**src/rtl/hls_deadlock_monitor_gen2_pkg.sv**
```systemverilog
// Shared types and helpers for the HLS deadlock monitor: FSM state encoding,
// report-index width and the saturating counter increment.
package hls_deadlock_pkg;

  typedef enum logic [1:0] {
    IDLE    = 2'd0,
    SUSPECT = 2'd1,
    BLOCKED = 2'd2
  } state_e;

  // Index width for an n-channel vector; never collapses to zero bits.
  function automatic int src_w(input int n);
    return (n > 1) ? $clog2(n) : 1;
  endfunction

  // Increment v, holding at the all-ones value of a w-bit counter.
  function automatic logic [63:0] sat_inc(input logic [63:0] v, input int w);
    logic [63:0] top;
    top = (w >= 64) ? '1 : ((64'd1 << w) - 64'd1);
    return (v == top) ? v : v + 64'd1;
  endfunction

endpackage

```
**src/rtl/hls_deadlock_monitor_gen2_if.sv**
```systemverilog
// Monitor-side bundle: block/idle inputs from the HLS instance and the
// deadlock status and report outputs towards the monitor tree.
interface hls_deadlock_monitor_gen2_if
  import hls_deadlock_pkg::*;
#(
  parameter int NUM_AXIS = 5,
  parameter int NUM_SUB  = 4,
  parameter int CNT_W    = 16
) ();

  localparam int SUB_W = (NUM_SUB > 0) ? NUM_SUB : 1;
  localparam int SRC_W = src_w(NUM_AXIS + NUM_SUB);

  logic [NUM_AXIS-1:0] axis_block_sigs;
  logic [SUB_W-1:0]    sub_block_sigs;
  logic [SUB_W-1:0]    inst_idle_sigs;
  logic                clear;
  logic                block;
  logic                block_sticky;
  logic [SRC_W-1:0]    block_src;
  logic [CNT_W-1:0]    block_cycles;

  modport master (
    output axis_block_sigs, sub_block_sigs, inst_idle_sigs, clear,
    input  block, block_sticky, block_src, block_cycles
  );

  modport slave (
    input  axis_block_sigs, sub_block_sigs, inst_idle_sigs, clear,
    output block, block_sticky, block_src, block_cycles
  );

endinterface

```
**src/rtl/hls_deadlock_monitor_gen2_prio_enc.sv**
```systemverilog
// Lowest-set-index encoder used to record which channel started a
// blocking episode. Returns 0 when no bit is set.
module hls_deadlock_prio_enc
  import hls_deadlock_pkg::*;
#(
  parameter int W  = 8,
  parameter int OW = src_w(W)
) (
  input  logic [W-1:0]  vec,
  output logic [OW-1:0] idx
);

  // NOTE: combinational outputs get a default before any conditional
  // assignment so no path leaves them unassigned and infers a latch.
  always_comb begin
    idx = '0;
    for (int i = W - 1; i >= 0; i--) begin
      if (vec[i]) idx = OW'(i);
    end
  end

endmodule

```
**src/rtl/hls_deadlock_monitor_gen2.sv**
```systemverilog
// Deadlock monitor for one top-level HLS instance: qualifies stream and
// sub-instance block signals and asserts block after THRESHOLD persistent
// cycles. Define HLS_DEADLOCK_MON_REPORT_EN to build the source/duration report.
module hls_deadlock_monitor_gen2
  import hls_deadlock_pkg::*;
#(
  parameter int NUM_AXIS  = 5,
  parameter int NUM_SUB   = 4,
  parameter int THRESHOLD = 16,
  parameter int CNT_W     = 16
) (
  input logic                        clock,
  input logic                        reset,
  hls_deadlock_monitor_gen2_if.slave mon
);

  localparam int NQ     = NUM_AXIS + NUM_SUB;
  localparam int CNT_TW = (THRESHOLD > 1) ? $clog2(THRESHOLD) : 1;
  localparam logic [CNT_TW-1:0] CNT_LAST = CNT_TW'(THRESHOLD - 1);

  logic [NQ-1:0] q;
  logic          any_blk;

  // An idle sub-instance is masked so it can never count as blocked.
  generate
    if (NUM_SUB > 0) begin : g_sub
      assign q = {mon.sub_block_sigs & ~mon.inst_idle_sigs, mon.axis_block_sigs};
    end else begin : g_nosub
      logic unused_sub;
      assign unused_sub = ^{mon.sub_block_sigs, mon.inst_idle_sigs};
      assign q          = mon.axis_block_sigs;
    end
  endgenerate

  assign any_blk = |q;

  state_e              state_d, state_q;
  logic [CNT_TW-1:0]   cnt_d, cnt_q;
  logic                block_d, block_q;
  logic                sticky_d, sticky_q;
  logic                enter_blk, stay_blk;

  always_comb begin
    state_d = state_q;
    cnt_d   = cnt_q;
    unique case (state_q)
      IDLE: begin
        if (any_blk) begin
          if (THRESHOLD == 1) begin
            state_d = BLOCKED;
          end else begin
            state_d = SUSPECT;
            cnt_d   = CNT_TW'(1);
          end
        end
      end
      SUSPECT: begin
        if (!any_blk) begin
          state_d = IDLE;
          cnt_d   = '0;
        end else if (cnt_q == CNT_LAST) begin
          state_d = BLOCKED;
        end else begin
          cnt_d = cnt_q + CNT_TW'(1);
        end
      end
      BLOCKED: begin
        if (!any_blk) begin
          state_d = IDLE;
          cnt_d   = '0;
        end
      end
      default: begin
        state_d = IDLE;
        cnt_d   = '0;
      end
    endcase
  end

  assign enter_blk = (state_d == BLOCKED) && (state_q != BLOCKED);
  assign stay_blk  = (state_d == BLOCKED) && (state_q == BLOCKED);
  assign block_d   = (state_d == BLOCKED);

  // Entering or remaining in BLOCKED takes priority over a clear pulse.
  always_comb begin
    sticky_d = sticky_q;
    if (enter_blk || stay_blk) sticky_d = 1'b1;
    else if (mon.clear)        sticky_d = 1'b0;
  end

  // NOTE: state flops use non-blocking assignments so every register
  // samples the pre-edge values regardless of statement order.
  always_ff @(posedge clock or posedge reset) begin
    if (reset) begin
      state_q  <= IDLE;
      cnt_q    <= '0;
      block_q  <= 1'b0;
      sticky_q <= 1'b0;
    end else begin
      state_q  <= state_d;
      cnt_q    <= cnt_d;
      block_q  <= block_d;
      sticky_q <= sticky_d;
    end
  end

  assign mon.block        = block_q;
  assign mon.block_sticky = sticky_q;

`ifdef HLS_DEADLOCK_MON_REPORT_EN
  localparam int SRC_W = src_w(NQ);

  logic [SRC_W-1:0] low_idx;
  logic [SRC_W-1:0] src_d, src_q;
  logic [CNT_W-1:0] cyc_d, cyc_q;
  logic             idle_exit;

  hls_deadlock_prio_enc #(
    .W  (NQ),
    .OW (SRC_W)
  ) u_prio_enc (
    .vec (q),
    .idx (low_idx)
  );

  assign idle_exit = (state_q == IDLE) && any_blk;

  // Source is latched only when qualification starts; duration counts
  // the episode and both hold after it ends until cleared.
  always_comb begin
    src_d = src_q;
    cyc_d = cyc_q;
    if (mon.clear && !enter_blk && !stay_blk) begin
      src_d = '0;
      cyc_d = '0;
    end
    if (idle_exit) src_d = low_idx;
    if (enter_blk)     cyc_d = CNT_W'(1);
    else if (stay_blk) cyc_d = CNT_W'(sat_inc(64'(cyc_q), CNT_W));
  end

  always_ff @(posedge clock or posedge reset) begin
    if (reset) begin
      src_q <= '0;
      cyc_q <= '0;
    end else begin
      src_q <= src_d;
      cyc_q <= cyc_d;
    end
  end

  assign mon.block_src    = src_q;
  assign mon.block_cycles = cyc_q;
`else
  assign mon.block_src    = '0;
  assign mon.block_cycles = '0;
`endif

endmodule

```
**src/flat_wrapper.sv**
```systemverilog
// flat-port wrapper written by rule: the top's interface ports become plain ports
module hls_deadlock_monitor_gen2_flat import hls_deadlock_pkg::*;
#(
  parameter int NUM_AXIS  = 5,
  parameter int NUM_SUB   = 4,
  parameter int THRESHOLD = 16,
  parameter int CNT_W     = 16
)
  (clock, reset, mon_axis_block_sigs, mon_sub_block_sigs, mon_inst_idle_sigs, mon_clear, mon_block, mon_block_sticky, mon_block_src, mon_block_cycles);
  hls_deadlock_monitor_gen2_if #(.NUM_AXIS(NUM_AXIS), .NUM_SUB(NUM_SUB), .CNT_W(CNT_W)) mon_i ();
  input logic clock;
  input logic reset;
  input wire logic [$bits(mon_i.axis_block_sigs)-1:0] mon_axis_block_sigs;
  input wire logic [$bits(mon_i.sub_block_sigs)-1:0] mon_sub_block_sigs;
  input wire logic [$bits(mon_i.inst_idle_sigs)-1:0] mon_inst_idle_sigs;
  input wire logic [$bits(mon_i.clear)-1:0] mon_clear;
  output wire logic [$bits(mon_i.block)-1:0] mon_block;
  output wire logic [$bits(mon_i.block_sticky)-1:0] mon_block_sticky;
  output wire logic [$bits(mon_i.block_src)-1:0] mon_block_src;
  output wire logic [$bits(mon_i.block_cycles)-1:0] mon_block_cycles;
  assign mon_i.axis_block_sigs = mon_axis_block_sigs;
  assign mon_i.sub_block_sigs = mon_sub_block_sigs;
  assign mon_i.inst_idle_sigs = mon_inst_idle_sigs;
  assign mon_i.clear = mon_clear;
  assign mon_block = mon_i.block;
  assign mon_block_sticky = mon_i.block_sticky;
  assign mon_block_src = mon_i.block_src;
  assign mon_block_cycles = mon_i.block_cycles;
  hls_deadlock_monitor_gen2 #(.NUM_AXIS(NUM_AXIS), .NUM_SUB(NUM_SUB), .THRESHOLD(THRESHOLD), .CNT_W(CNT_W)) u_core (.clock(clock), .reset(reset), .mon(mon_i));
endmodule
```
**config.mk**
```make
export PLATFORM = sky130hd
export DESIGN_NAME = hls_deadlock_monitor_gen2_flat
export DESIGN_NICKNAME = d
export VERILOG_FILES = /design/src/rtl/hls_deadlock_monitor_gen2_pkg.sv /design/src/rtl/hls_deadlock_monitor_gen2_if.sv /design/src/rtl/hls_deadlock_monitor_gen2_prio_enc.sv /design/src/rtl/hls_deadlock_monitor_gen2.sv /design/src/flat_wrapper.sv
export SDC_FILE = /design/constraint.sdc
export NUM_CORES = 1
export LEC_CHECK = 0
export ABC_CLOCK_PERIOD_IN_PS = 4400
export BUFFER_PORTS_ARGS = -buffer_cell sky130_fd_sc_hd__buf_2
export CAP_MARGIN = 25
export CORE_AREA = 2 2 43 45
export CTS_BUF_LIST = sky130_fd_sc_hd__clkbuf_8
export CTS_CLUSTER_DIAMETER = 120
export DETAILED_ROUTE_END_ITERATION = 8
export DIE_AREA = 0 0 45 47
export GPL_ROUTABILITY_DRIVEN = 1
export PLACE_DENSITY_LB_ADDON = 0.12
export SYNTH_ARGS = -nofsm -noshare
export SYNTH_HDL_FRONTEND = slang
export SYNTH_SLANG_ARGS = --single-unit
```
**constraint.sdc**
```tcl
create_clock -name clock -period 4.4 [get_ports clock]
set_input_delay 0.88 -clock clock [delete_from_list [all_inputs] [get_ports clock]]
set_output_delay 0.88 -clock clock [all_outputs]
set_load 0.005 [all_outputs]
```
### Yosys cells after proc, flatten, opt, wreduce, memory -nomap -nowiden

Index checks and enable logic that the tools add are counted.
W data, S select, Z words.

| storage, ports and cells | value |
|---|---|
| register bits | 8 |
| input bits | 16 |
| output and inout port bits | 22 |
| logic and storage cells | 34 |

| operators by class | value |
|---|---|
| add/subtract/negate cells | 1 |
| equality and inequality tests | 8 |
| mux-type cells | 12 |
| bitwise operators | 2 |
| reductions and logical operators | 7 |

Operator list:

| operator | count |
|---|---|
| $mux W4 | 4 |
| $pmux W4 S3 | 1 |
| $reduce_or A9 Y1 | 1 |
| $mux W2 | 4 |
| $pmux W2 S3 | 1 |
| $add A4 B1 Y4 const B | 1 |
| $and A4 B4 Y4 | 1 |
| $eq A2 B2 Y1 const B | 2 |
| $eq A4 B4 Y1 const B | 1 |
| $ne A2 B2 Y1 const B | 2 |
| $not A4 Y4 | 1 |
| $ne A3 B3 Y1 const B | 1 |
| $reduce_and A3 Y1 | 1 |
| $eq A2 B1 Y1 const B | 1 |
| $logic_and A1 B1 Y1 | 2 |
| $logic_not A2 Y1 | 1 |
| $mux W1 | 2 |
| $ne A2 B1 Y1 const B | 1 |
| $reduce_bool A2 Y1 | 1 |
| $logic_or A1 B1 Y1 | 1 |

### Logic depth before layout (Yosys ltp)

| logic depth | value |
|---|---|
| depth after elaboration | 9 |
| gate-level depth with buffers | 6 |
| mapped depth without buffers | 6 |

### Least setup slack after synthesis

Ideal clock, no wire load.

| path | value |
|---|---|
| path type | input-to-reg |
| start | input mon_inst_idle_sigs[0] |
| end | register u_core.cnt_q[3] |
| setup time | 0.124 ns |
| arrival | 1.917 ns |
| required time | 4.276 ns |
| path slack | 2.360 ns |
| stages | 6 |
| buffers on the path | 1 |
| cells stage by stage | inv_1 a222oi_1 and4_1 buf_6 nor2_2 a211o_1 |

| between the ends | value |
|---|---|
| longest elaborated chain between the ends | 5 |
| elaborated cells on any way between the ends | 9 |
| classes of those cells | 3 x eq/ne; 2 x mux; 2 x bitwise; 2 x reduce/logical |

Ends and longest elaborated chain:

| element | RTL line | source |
|---|---|---|
| from (decl) | flat_wrapper.sv:15 | `input wire logic [$bits(mon_i.inst_idle_sigs)-1:0] mon_inst_idle_sigs;` |
| $not A4 Y4 * | hls_deadlock_monitor_gen2.sv:27 | `assign q = {mon.sub_block_sigs & ~mon.inst_idle_sigs, mon.axis_block_sigs};` |
| $and A4 B4 Y4 * | hls_deadlock_monitor_gen2.sv:27 |  |
| $reduce_or A9 Y1 * | hls_deadlock_monitor_gen2.sv:35 | `assign any_blk = \|q;` |
| $ne A3 B3 Y1 (no source line) (tied with other cells) | -- |  |
| $reduce_and A3 Y1 (no source line) or $pmux W4 S3 (tied branches) | -- |  |
| to (signal assigned) | hls_deadlock_monitor_gen2.sv:101 | `cnt_q <= cnt_d;` |
| to (decl) | hls_deadlock_monitor_gen2.sv:38 | `logic [CNT_TW-1:0] cnt_d, cnt_q;` |

Every way passes the cells marked *; elsewhere a longest branch is shown, timed or not.
A chain may end at the register's enable or synchronous reset.

### Final worst setup path

Same ends and word-level chain as after synthesis.

==> metrics.csv <==
stage,metric,value,unit
clocking,cts_hold_buffers,0,
die,ioPinCount,38,
grt,antenna_found_initial,0,
die,core_area,0.00165,mm2
clocking,cts_setup_buffers,0,
logic_synthesis,synth_warnings,0,
logic_synthesis,synth_area,619,um2
die,fp-row-count,15,
logic_synthesis,synth-async-reset-ratio,1.00,
critical_path,endpoint_kind,flip-flop,
clocking,cts_made_buffers,3,
drt,drtAntennaViolNets,0,
placement,place_hpwl,815,um
logic_synthesis,synth_edf_count,0,
cells_and_area,final_cell_mix,"conb_1, buf_2, dfrtp_1, inv_1, nand3_1",
logic_synthesis,synth_area_leaders,"dfrtp_1, buf_4, nand3_1",
cells_and_area,area_growth,9.29,%
logic_synthesis,ys.flop_type,dfrtp_1,
die,start_util,0.375,
grt,grt_max_degree,11,
clocking,cts.sinks,8,
critical_path,arrival,2190,ps
clocking,ctsResizeCount,0,
drt,firstDrtPassIters,5,
die,dieArea,0.00212,mm2
logic_synthesis,synth_top_area_cell,dfrtp_1,
sta,skew,2.68,ps
cells_and_area,multi_input_area,303,um2
drt,vias_per_cell,4.42,
sta,setup_tns,0,ps
clocking,cts.clk_slew.worst_paths,40,ps
cells_and_area,drive_above_1_share,0.231,
die,die_y,47,um
drt,wl_per_cell,9.63,um
critical_path,worstSetupStartpointType,input port,
critical_path,path_max_fanout,10,
drt,drc_errors,0,
hold_path,min_path_type,flip-flop to flip-flop,
sta,rsz0062_at_grt,false,
grt,track_usage,0.103,
cells_and_area,nNetsFinal,110,
clocking,tritoncts,built,
placement,gp_congestion,0.779,
cells_and_area,fill_cells,168,
sta,period_share,0.472,
sta,setup_violations,0,
power,power_leakage,0.397,nW
run,drv_cap,0,
clocking,clk_latency,230,ps
clocking,cts_max_level,1,
outcome,outcome,"finished, final reports clean",
sta,finalWorstSetupSlack,2320,ps
grt,grt_overflow,0,
clocking,root_buffer,clkbuf_8,
sta,hold_slack,468,ps
critical_path,path_class,input port to flip-flop,
logic_synthesis,synth_area_per_cell,8.48,um2
critical_path,required,4510,ps
cells_and_area,antenna_cells,0,
clocking,cts_buffer_depth,2,
cells_and_area,final_common_cell,conb_1,
cells_and_area,seq_area,200,um2
drt,drt_iter0_drc,5,
die,die_w,45,um
logic_synthesis,synth.distinct_cells,25,
sta,hold_viol,0,
logic_synthesis,ys_seq_area_frac,0.323,
placement,portBuffers,17,
sta,min_period,2080,ps
logic_synthesis,ys_ff_latch,8,
drt,wl,1.04,mm
grt,grt_pass1_wl,1.50,mm
power,ir_worst_vdd,0.217,mV
sta,finalMaxSlewViolations,0,
grt,grt_pass1_vias,389,
power,p_per_area,489,mW/mm2
logic_synthesis,synth_top_area_frac,0.323,
drt,vias,477,
placement,pre_cts_ws,2060,ps
logic_synthesis,syn_inst,73,
sta,clock.fmax,0.482,GHz
[path summary, 6_finish.rpt]
kind | startpoint | end | slack [ps] | cells past startpoint
max in group asynchronous | reset | u_core.cnt_q[3] | 3570 | 2
worst max-delay path | mon_inst_idle_sigs[0] | u_core.cnt_q[3] | 2320 | 6
worst min-delay path | u_core.mon.block_sticky | u_core.mon.block_sticky | 470 | 1
worst max register to register | u_core.cnt_q[0] | u_core.cnt_q[3] | 2840 | 6
min in group asynchronous | reset | u_core.state_q[0] | 590 | 2
worst min register to register | u_core.mon.block_sticky | u_core.mon.block_sticky | 470 | 1
[per-stage QoR]
stage               utilization  cells  cell area [um2]  power [mW]
floorplan                     -     92              691       0.225
global placement          0.385    105              636       0.245
detailed placement        0.385    105              636       0.244
CTS                       0.410    108              677       0.334
global route              0.410    108              677       0.358
finish                    0.410    108              677       0.331
[cells by family after synthesis]
logic type,Yosys count,synth area share
buffers and inverters,28,0.303
and+or+nand+nor,26,0.234
AOI/OAI and AO/OA,8,0.0990
DFF,8,0.323
xor gates and xnor gates,1,0.0141
adders and majority gates,1,0.0202
other,1,0.00605
[metal layers]
metal,share of wire,routed length [um],track usage
met3,0.13,135,0.0269
met2,0.39,408,0.163
met5,0,0,0
met4,0.024,25,0.0882
met1,0.45,471,0.116
[cell usage after synthesis (2+ instances only)]
master / instances
inv_1: 7
nor3_1: 2
buf_4: 20
nand2b_1: 2
or4b_1: 2
o211ai_1: 3
dfrtp_1: 8
nor2_1: 6
nand3_1: 7
[area by class of cell]
| class | count | area share |
|---|---|---|
| multi-input cells | 56 | 0.447 |
| flip-flops and latches | 8 | 0.296 |
| repair buffers | 17 | 0.126 |
| clock buffers | 3 | 0.0610 |
| inverters | 7 | 0.0388 |
| well taps | 17 | 0.0314 |
[flip-flops by register name, summed over array words and instances (netlist names)]
register                 cells
u_core.state_q               2
u_core.cnt_q                 4
u_core.mon.block_sticky      1
u_core.mon.block             1
[worst max-delay path, stage by stage]
cell and delay [ps]:
buf_2 80, inv_1 30, a222oi_1 350, and4_1 450, nor2_2 100, a211o_1 300
[power by group]
part	internal (mW)	total (mW)	leakage, nW	switching [mW]
Sequential	0.102	0.128	0.0989	0.0263
Clock	0.0593	0.0886	0.0216	0.0293
Combinational	0.0583	0.114	0.276	0.0559
No activity file was read; power rests on OpenSTA's default activity.
